$ cat src/rtl/mux_display_pkg.sv
// mux_display_pkg: segment glyphs (active-low, a..g on [7:1], dp=1 off), digit anode selects, capture FSM states
package mux_display_pkg;
  localparam logic [7:0] SEG_0 = 8'h03;
  localparam logic [7:0] SEG_1 = 8'h9F;
  localparam logic [7:0] SEG_2 = 8'h25;
  localparam logic [7:0] SEG_3 = 8'h0D;
  localparam logic [7:0] SEG_4 = 8'h99;
  localparam logic [7:0] SEG_5 = 8'h49;
  localparam logic [7:0] SEG_6 = 8'h41;
  localparam logic [7:0] SEG_7 = 8'h1F;
  localparam logic [7:0] SEG_8 = 8'h01;
  localparam logic [7:0] SEG_9 = 8'h09;
  localparam logic [7:0] SEG_A = 8'h11;
  localparam logic [7:0] SEG_B = 8'hC1;
  localparam logic [7:0] SEG_C = 8'h63;
  localparam logic [7:0] SEG_D = 8'h85;
  localparam logic [7:0] SEG_E = 8'h61;
  localparam logic [7:0] SEG_F = 8'h71;
  localparam logic [7:0] SEG_S = SEG_5;
  localparam logic [7:0] SEG_I = SEG_1;
  localparam logic [7:0] SEG_Z = SEG_2;
  localparam logic [7:0] SEG_J = 8'h87;
  localparam logic [7:0] SEG_TAB [16] = '{SEG_0, SEG_1, SEG_2, SEG_3, SEG_4, SEG_5, SEG_6, SEG_7,
                                          SEG_8, SEG_9, SEG_A, SEG_B, SEG_C, SEG_D, SEG_E, SEG_F};
  localparam logic [7:0] AN_D0 = 8'hFE;
  localparam logic [7:0] AN_D1 = 8'hFD;
  localparam logic [7:0] AN_D2 = 8'hFB;
  localparam logic [7:0] AN_D3 = 8'hF7;
  typedef enum logic {WAIT, HOLD} state_t;
endpackage

$ cat src/rtl/seg7_to_hex.sv
// seg7_to_hex: active-low cathode pattern to {known, code}; ports cx (dp ignored), known, code
module seg7_to_hex
  import mux_display_pkg::*;
(
  input  logic [7:0] cx,
  output logic       known,
  output logic [3:0] code
);
  always_comb begin
    known = 1'b0;
    code = 4'h0;
    for (int i = 0; i < 16; i++)
      if ((cx | 8'h01) == SEG_TAB[i]) begin
        known = 1'b1;
        code = 4'(i);
      end
  end
endmodule

$ cat src/rtl/mux_display_capture.sv
// mux_display_capture: recovers a 4-digit hex frame from a multiplexed active-low 7-segment bus
// ports: clk, reset (async high), an_in/cx_in display bus; digits, digit_known, frame_valid pulse, stale, err_sticky
module mux_display_capture
  import mux_display_pkg::*;
#(
  parameter int SETTLE_CYCLES  = 16,
  parameter int TIMEOUT_CYCLES = 250_000
) (
  input  logic        clk,
  input  logic        reset,
  input  logic [7:0]  an_in,
  input  logic [7:0]  cx_in,
  output logic [15:0] digits,
  output logic [3:0]  digit_known,
  output logic        frame_valid,
  output logic        stale,
  output logic        err_sticky
);
  localparam int TW = $clog2(TIMEOUT_CYCLES + 1);
  localparam logic [7:0] SET = 8'(SETTLE_CYCLES);
  localparam logic [TW-1:0] TO_LAST = TW'(TIMEOUT_CYCLES - 1);
  localparam logic [TW-1:0] TO_MAX = TW'(TIMEOUT_CYCLES);
  logic [15:0] sync1, sync2, prev, shd;
  logic [7:0] an_s, cx_s, stab_cnt;
  logic [TW-1:0] to_cnt;
  logic [3:0] shd_k, seen, sel, code;
  logic changed, legal, illegal, evt, cap, expire, known, full;
  state_t st;
  assign {an_s, cx_s} = sync2;
  assign sel = ~an_s[3:0];
  assign changed = sync2 != prev;
  assign legal = an_s inside {AN_D0, AN_D1, AN_D2, AN_D3};
  assign illegal = !legal && an_s != 8'hFF;
  // fires once per dwell, on the cycle the counter reaches SETTLE_CYCLES
  assign evt = st == WAIT && stab_cnt == SET - 8'd1 && !changed;
  assign cap = evt && legal;
  assign expire = !cap && to_cnt == TO_LAST;
  assign full = seen == 4'hF;
  seg7_to_hex u_dec (.cx(cx_s), .known(known), .code(code));
  always_ff @(posedge clk or posedge reset)
    if (reset) begin
      sync1 <= 16'hFFFF;
      sync2 <= 16'hFFFF;
      prev <= 16'hFFFF;
      stab_cnt <= '0;
      st <= WAIT;
      err_sticky <= 1'b0;
      to_cnt <= '0;
      shd <= '0;
      shd_k <= '0;
      seen <= '0;
      frame_valid <= 1'b0;
      digits <= '0;
      digit_known <= '0;
      stale <= 1'b1;
    end else begin
      sync1 <= {an_in, cx_in};
      sync2 <= sync1;
      prev <= sync2;
      stab_cnt <= changed ? '0 : stab_cnt == SET ? stab_cnt : stab_cnt + 8'd1;
      st <= evt ? HOLD : (st == HOLD && changed) ? WAIT : st;
      err_sticky <= err_sticky | (evt && illegal);
      to_cnt <= cap ? '0 : to_cnt == TO_MAX ? to_cnt : to_cnt + 1'b1;
      for (int i = 0; i < 4; i++)
        if (cap && sel[i]) begin
          shd[4*i+:4] <= code;
          shd_k[i] <= known;
        end
      seen <= (expire || full) ? '0 : seen | (cap ? sel : 4'h0);
      frame_valid <= full;
      if (full) begin
        digits <= shd;
        digit_known <= shd_k;
      end
      stale <= expire | (stale & !full);
    end
endmodule

$ cat config.mk
export PLATFORM = sky130hd
export DESIGN_NAME = mux_display_capture
export DESIGN_NICKNAME = d
export VERILOG_FILES = /design/src/rtl/mux_display_pkg.sv /design/src/rtl/seg7_to_hex.sv /design/src/rtl/mux_display_capture.sv
export SDC_FILE = /design/constraint.sdc
export NUM_CORES = 1
export LEC_CHECK = 0
export ABC_AREA = 1
export ABC_CLOCK_PERIOD_IN_PS = 8500
export CAP_MARGIN = 20
export CORE_MARGIN = 1.5
export CORE_UTILIZATION = 40
export DETAILED_ROUTE_END_ITERATION = 10
export GPL_TIMING_DRIVEN = 1
export HOLD_SLACK_MARGIN = 0.03
export PLACE_DENSITY = 0.63
export SLEW_MARGIN = 40
export SYNTH_ARGS = -nofsm -noshare
export SYNTH_HDL_FRONTEND = slang
export SYNTH_SLANG_ARGS = --single-unit
$ cat constraint.sdc
create_clock -name clk -period 8.5 [get_ports clk]
set_clock_uncertainty 0.15 [all_clocks]
set_input_delay 2.55 -clock clk [delete_from_list [all_inputs] [get_ports clk]]
set_output_delay 2.55 -clock clk [all_outputs]
set_load 0.01 [all_outputs]
==> flow_metrics.env, run 1 <==
export IMPL_status="complete, no violations"
export IMPL_clk_pin_slew_ns=0.05
export IMPL_rsz0062_at_grt="false"
export IMPL_vias=3570
export IMPL_slew_viol_final=0
export IMPL_dieHeight_um=116
export IMPL_grt_max_degree=53
export IMPL_fin_cells=795
export IMPL_initialDrtViolationCount=202
export IMPL_synth_area_top_cells="dfrtp_1 (36%), dfstp_2 (25%), nand2_1 (15%), inv_1 (3.9%), nor2_1 (3.9%)"
export IMPL_ir_drop_mv=0.144
export IMPL_die_w_um=116
export IMPL_num_io_pins=41
export IMPL_synth_avg_cell_area_um2=9.22
export IMPL_syn_inst=553
export IMPL_hold_viol=0
export IMPL_min_path_type="register to register"
export IMPL_cp_slowest_cell="clkdlybuf4s50_1"
export IMPL_synth_warnings=0
export IMPL_end_kind="output port"
export IMPL_path_max_fanout=2
export IMPL_syn_nets=575
export IMPL_drtAntennaViolNets=0
export IMPL_cts_resized=0
export IMPL_gp_congestion=0.859
export IMPL_ys_ff_latch=122
export IMPL_final_cell_mix="nand2_1 (203), dfrtp_1 (73), nor2_1 (53)"
export IMPL_layout_commonest_cell="nand2_1"
export IMPL_slew_headroom_pct=54.3
export IMPL_cp_num_buf_inv=1
export IMPL_core_area_um2=12500
export IMPL_synthMuxAreaShare_pct=0
export IMPL_area_growth_pct=24.4
export IMPL_tightest_slew_ns=0.680
export IMPL_route_final_wire_length_um=8830
export IMPL_post_synth_num_cell_types=35
export IMPL_layout_drive_gt1_share_pct=16.4
export IMPL_period_share_pct=48.9
export IMPL_routedWlPerCell_um=11.1
export IMPL_cp_cell_sequence="clkdlybuf4s50_1"
export IMPL_cts_hold_buf=0
export IMPL_cts_setup_buffers=0
export IMPL_fin_crit_ns=4.15
export IMPL_crit_type="register to output port"
export IMPL_gr_total_overflow=0
export IMPL_portBuffers=40
export IMPL_hpwl_um=6170
export IMPL_crit_family="buffers and inverters"
export IMPL_numCtsBuffers=17
export IMPL_clockBufferDepth=2
export IMPL_cap_violations=0
export IMPL_fin_tns_setup_ns=0
export IMPL_synth_edf_count=0
export IMPL_synth_fa_ha_area_share_pct=0.982
export IMPL_drt_first_pass_iters=4
export IMPL_setup_ws_ns=4.35
export IMPL_rows=41
export IMPL_htree_levels=4
export IMPL_antenna_found_initial=0
export IMPL_worstSetupStartpointType="register"
export IMPL_synth_simple_gate_area_share_pct=26.7
export IMPL_place_ws_ns=4.09
export IMPL_synth_top_family_by_area="simple AND/OR/NAND/NOR gates"
export IMPL_place_inst=763
export IMPL_drc=0
export IMPL_synth_top_flop_cell="dfrtp_1"
export IMPL_synth_xor_area_share_pct=3.95
export IMPL_max_stage_delay_ns=0.53
export IMPL_dieArea_um2=13400
export IMPL_fmax_ghz=0.241
export IMPL_antennaDiodeCount=0
export IMPL_yosys_area_top_type="dfrtp_1"
export IMPL_fill_cells=1161
export IMPL_viasPerCell=4.49
export IMPL_grt_pass1_vias=3512
export IMPL_async_reset_ff_share_pct=100
export IMPL_setup_viol=0
export IMPL_synth_compound_area_share_pct=2.41
export IMPL_clkLatencyLatePin_ns=0.41
export IMPL_finalNetCount=632
export IMPL_cts_tree="done"
export IMPL_yosysTopAreaCellShare_pct=35.8
export IMPL_grt_usage_pct=14.7
export IMPL_worstPathRequired_ns=5.80
export IMPL_cts_root_buf="clkbuf_16"
export IMPL_powerDensity_nw_per_um2=213
export IMPL_cp_arrival_ns=1.45
export IMPL_clock_sinks=122
export IMPL_ys_seq_area_share_pct=61.1
export IMPL_leakage_nw=3.04
export IMPL_grt_pass1_wl_um=15500
export IMPL_start_util_pct=40.7
export IMPL_synthesis_area_um2=5100
==> worst paths after layout <==
path	from	cells after the start	to	slack [ns]
worst max-delay path	stale	1	stale	4.35
worst min-delay path	sync1[12]	0	sync2[12]	0.20
worst max register to register	sync2[3]	9	shd_k[3]	6.22
worst min register to register	sync1[12]	0	sync2[12]	0.20
max in group asynchronous	reset	4	sync2[6]	4.61
min in group asynchronous	reset	2	err_sticky	2.44
==> area by class of cell <==
| cell class | count | area (um^2) | share of cell area [%] |
|---|---|---|---|
| flip-flops and latches | 122 | 3110 | 49.1 |
| repair buffers | 43 | 435 | 6.87 |
| multi-input cells | 366 | 1740 | 27.5 |
| clock inverters | 7 | 46.3 | 0.730 |
| inverters | 60 | 228 | 3.59 |
| well taps | 172 | 215 | 3.39 |
| clock buffers | 25 | 559 | 8.82 |
==> sequential cells by signal (all words and copies together) (netlist names) <==
| name | count |
|---|---|
| prev | 16 |
| seen | 4 |
| sync2 | 16 |
| to_cnt | 18 |
| digits | 16 |
| digit_known | 4 |
| shd | 16 |
| err_sticky | 1 |
| frame_valid | 1 |
| st | 1 |
| stab_cnt | 8 |
| sync1 | 16 |
| stale | 1 |
| shd_k | 4 |
==> routing by layer <==
layer | vias up | part of all wire, % | track usage [%] | routed length (um)
met2 | 64 | 48 | 23.8 | 4260
li1 | 1833 | - | - | -
met1 | 1662 | 47 | 18.4 | 4120
met3 | 11 | 3.6 | 4.13 | 314
met4 | 0 | 1.5 | 6.59 | 129
met5 | - | 0 | 0 | 0
==> cells in the mapped netlist (all sizes together) (3+ instances only) <==
| cell | count |
|---|---|
| a21oi | 10 |
| clkbuf | 4 |
| clkinv | 3 |
| dfrtp | 73 |
| dfstp | 49 |
| ha | 4 |
| inv | 57 |
| nand2 | 203 |
| nand3 | 18 |
| nand4 | 11 |
| nor2 | 56 |
| nor3 | 18 |
| nor4 | 3 |
| o21ai | 7 |
| xnor2 | 14 |
| xor2 | 9 |
==> logic make-up (layout without fill, tap and decap cells) <==
group                    after synthesis  count (layout)
adder cells (fa/ha/maj)                4               4
AND/OR/NAND/NOR                      317             317
XOR/XNOR                              23              23
AO/OA/AOI/OAI                         22              22
buffers and inverters                 65             135
flip-flops                           122             122
==> power breakdown <==
part | switching (W) | internal (W) | total [W] | leakage [nW]
clock network | 0.000245 | 0.000456 | 0.000701 | 0.306
registers | 0.00000836 | 0.000603 | 0.000611 | 1.52
logic | 0.0000236 | 0.0000160 | 0.0000395 | 1.21
total | 0.000277 | 0.00108 | 0.00135 | 3.04
==> stage by stage <==
stage / power [W] / cell area (um^2) / util (%) / hold WS, ns
after floorplan: 0.000642 / 5100 / - / 0.195
after global placement: 0.000658 / 5710 / 45.7 / 0.197
after detailed placement: 0.000661 / 5730 / 45.8 / 0.197
after CTS: 0.00137 / 6340 / 50.6 / 0.203
after global routing: 0.00141 / 6340 / 50.6 / 0.207
final: 0.00135 / 6340 / 50.6 / 0.204
Note: power is estimated with default switching activity, not from simulation.
==> inputs of run 2 (changes only) <==
ABC_CLOCK_PERIOD_IN_PS = 3400   (was 8500)
PLACE_DENSITY = 0.66   (was 0.63)
clock period = 3.4 ns   (was 8.5 ns; I/O delays follow)
==> run 2 against run 1 <==
Net effect: via count grew 1.3%; power grew 140%; largest cell class unchanged; register-to-register slack lost 4.9 ns; hold slack lost 0.0023 ns; global-route usage grew 1.4 points.
==> flow_metrics.env, run 2 (synthesized netlist as in run 1, its figures left out) <==
export IMPL_placed_cell_area_um2=5780
export IMPL_cp_arrival_ns=1.47
export IMPL_max_stage_delay_ns=0.53
export IMPL_ir_drop_mv=0.315
export IMPL_numCtsBuffers=17
export IMPL_grt_usage_pct=16.1
export IMPL_routedWlPerCell_um=11.8
export IMPL_end_kind="output port"
export IMPL_cts_setup_buffers=0
export IMPL_cp_depth=1
export IMPL_fin_crit_ns=2.64
export IMPL_fin_cells=797
export IMPL_fill_cells=1175
export IMPL_start_util_pct=40.7
export IMPL_worstPathRequired_ns=2.23
export IMPL_drc=0
export IMPL_portBuffers=40
export IMPL_tightest_slew_ns=0.745
export IMPL_initialDrtViolationCount=318
export IMPL_dieArea_um2=13400
export IMPL_clockBufferDepth=2
export IMPL_hpwl_um=6510
export IMPL_cp_num_buf_inv=1
export IMPL_antenna_found_initial=0
export IMPL_route_final_wire_length_um=9400
export IMPL_viasPerCell=4.54
export IMPL_finalNetCount=634
export IMPL_layout_drive_gt1_share_pct=16.2
export IMPL_core_area_um2=12500
export IMPL_min_path_type="register to register"
export IMPL_finalInstanceArea_um2=6290
export IMPL_antennaDiodeCount=0
export IMPL_gr_total_overflow=0
export IMPL_cts_tree="done"
export IMPL_die_w_um=116
export IMPL_largest_reg_flops=18
export IMPL_dieHeight_um=116
export IMPL_status="complete, no violations"
export IMPL_vias=3616
export IMPL_grt_pass1_wl_um=16200
export IMPL_crit_type="register to output port"
export IMPL_rsz0062_at_grt="false"
export IMPL_crit_family="flip-flops"
export IMPL_num_io_pins=41
export IMPL_clkLatencyLatePin_ns=0.42
export IMPL_area_growth_pct=23.4
export IMPL_top_register="to_cnt"
export IMPL_cts_root_buf="clkbuf_16"
export IMPL_multi_input_area_um2=1740
export IMPL_worstSetupStartpointType="register"
export IMPL_cts_hold_buf=0
export IMPL_rows=41
export IMPL_leakage_nw=3.01
export IMPL_powerDensity_nw_per_um2=509
export IMPL_grt_max_degree=38
export IMPL_clk_pin_slew_ns=0.05
export IMPL_cts_resized=0
export IMPL_slew_viol_final=0
export IMPL_clock_sinks=122
export IMPL_reg2reg_depth=7
export IMPL_final_cell_mix="nand2_1 (203), dfrtp_1 (73), nor2_1 (53)"
export IMPL_period_share_pct=77.5
export IMPL_grt_pass1_vias=3545
export IMPL_drtAntennaViolNets=0
export IMPL_seq_area_um2=3110
export IMPL_fin_tns_setup_ns=0
export IMPL_cap_violations=0
export IMPL_drt_first_pass_iters=5
export IMPL_place_inst=765
export IMPL_cp_cell_sequence="clkdlybuf4s50_1"
export IMPL_htree_levels=4
export IMPL_fmax_ghz=0.379
export IMPL_setup_viol=0
export IMPL_layout_commonest_cell="nand2_1"
export IMPL_cp_slowest_cell="dfstp_2"
export IMPL_min_delay_path_depth=0
export IMPL_hold_viol=0
export IMPL_gp_congestion=0.873
export IMPL_slew_headroom_pct=50.3
export IMPL_path_max_fanout=2
[run 2: layout make-up]
class | count | area share, %
timing repair buffer | 45 | 7.56
clock inverter | 10 | 0.815
clock buffer | 22 | 7.40
inverter | 60 | 3.64
sequential | 122 | 49.5
tap | 172 | 3.42
multi-input combinational | 366 | 27.7
[run 2: power by group]
group	total [W]	switching (W)	internal [W]
combinational	0.000107	0.0000622	0.0000444
clock	0.00157	0.000611	0.000958
sequential	0.00153	0.0000208	0.00151
total	0.00320	0.000694	0.00251
[run 2: metal layers]
metal	GRT usage (%)	wire length, um	up-vias
li1	-	-	1830
met1	18.8	4150	1706
met2	26.9	4740	60
met3	4.45	323	20
met4	8.62	191	0
met5	0	0	-
[run 2: final timing paths]
kind | endpoint | slack (ns) | from
hold reg to reg | sync2[5] | 0.20 | sync1[5]
max in group asynchronous | stale | 1.48 | reset
hold / removal | sync2[5] | 0.20 | sync1[5]
setup / recovery | stale | 0.76 | stale
min in group asynchronous | err_sticky | 0.94 | reset
setup reg to reg | to_cnt[17] | 1.28 | sync2[14]
[run 2: through the flow]
stage	worst slack, ns	total power [W]	hold slack, ns	util [%]
finish	0.763	0.00320	0.202	50.3
global route	0.707	0.00334	0.207	50.3
global placement	1.03	0.00165	0.196	46.1
detailed placement	0.999	0.00166	0.197	46.1
floorplan	0.773	0.00161	0.195	-
CTS	0.736	0.00325	0.204	50.3
[run 2: worst reg2reg max path: stages (launching register included)]
cell and delay, ns:
dfstp_2 0.53, inv_1 0.06, nor3_2 0.29, nand3_1 0.16
nand2_1 0.24, nand3_2 0.20, inv_2 0.27, nor2_1 0.10
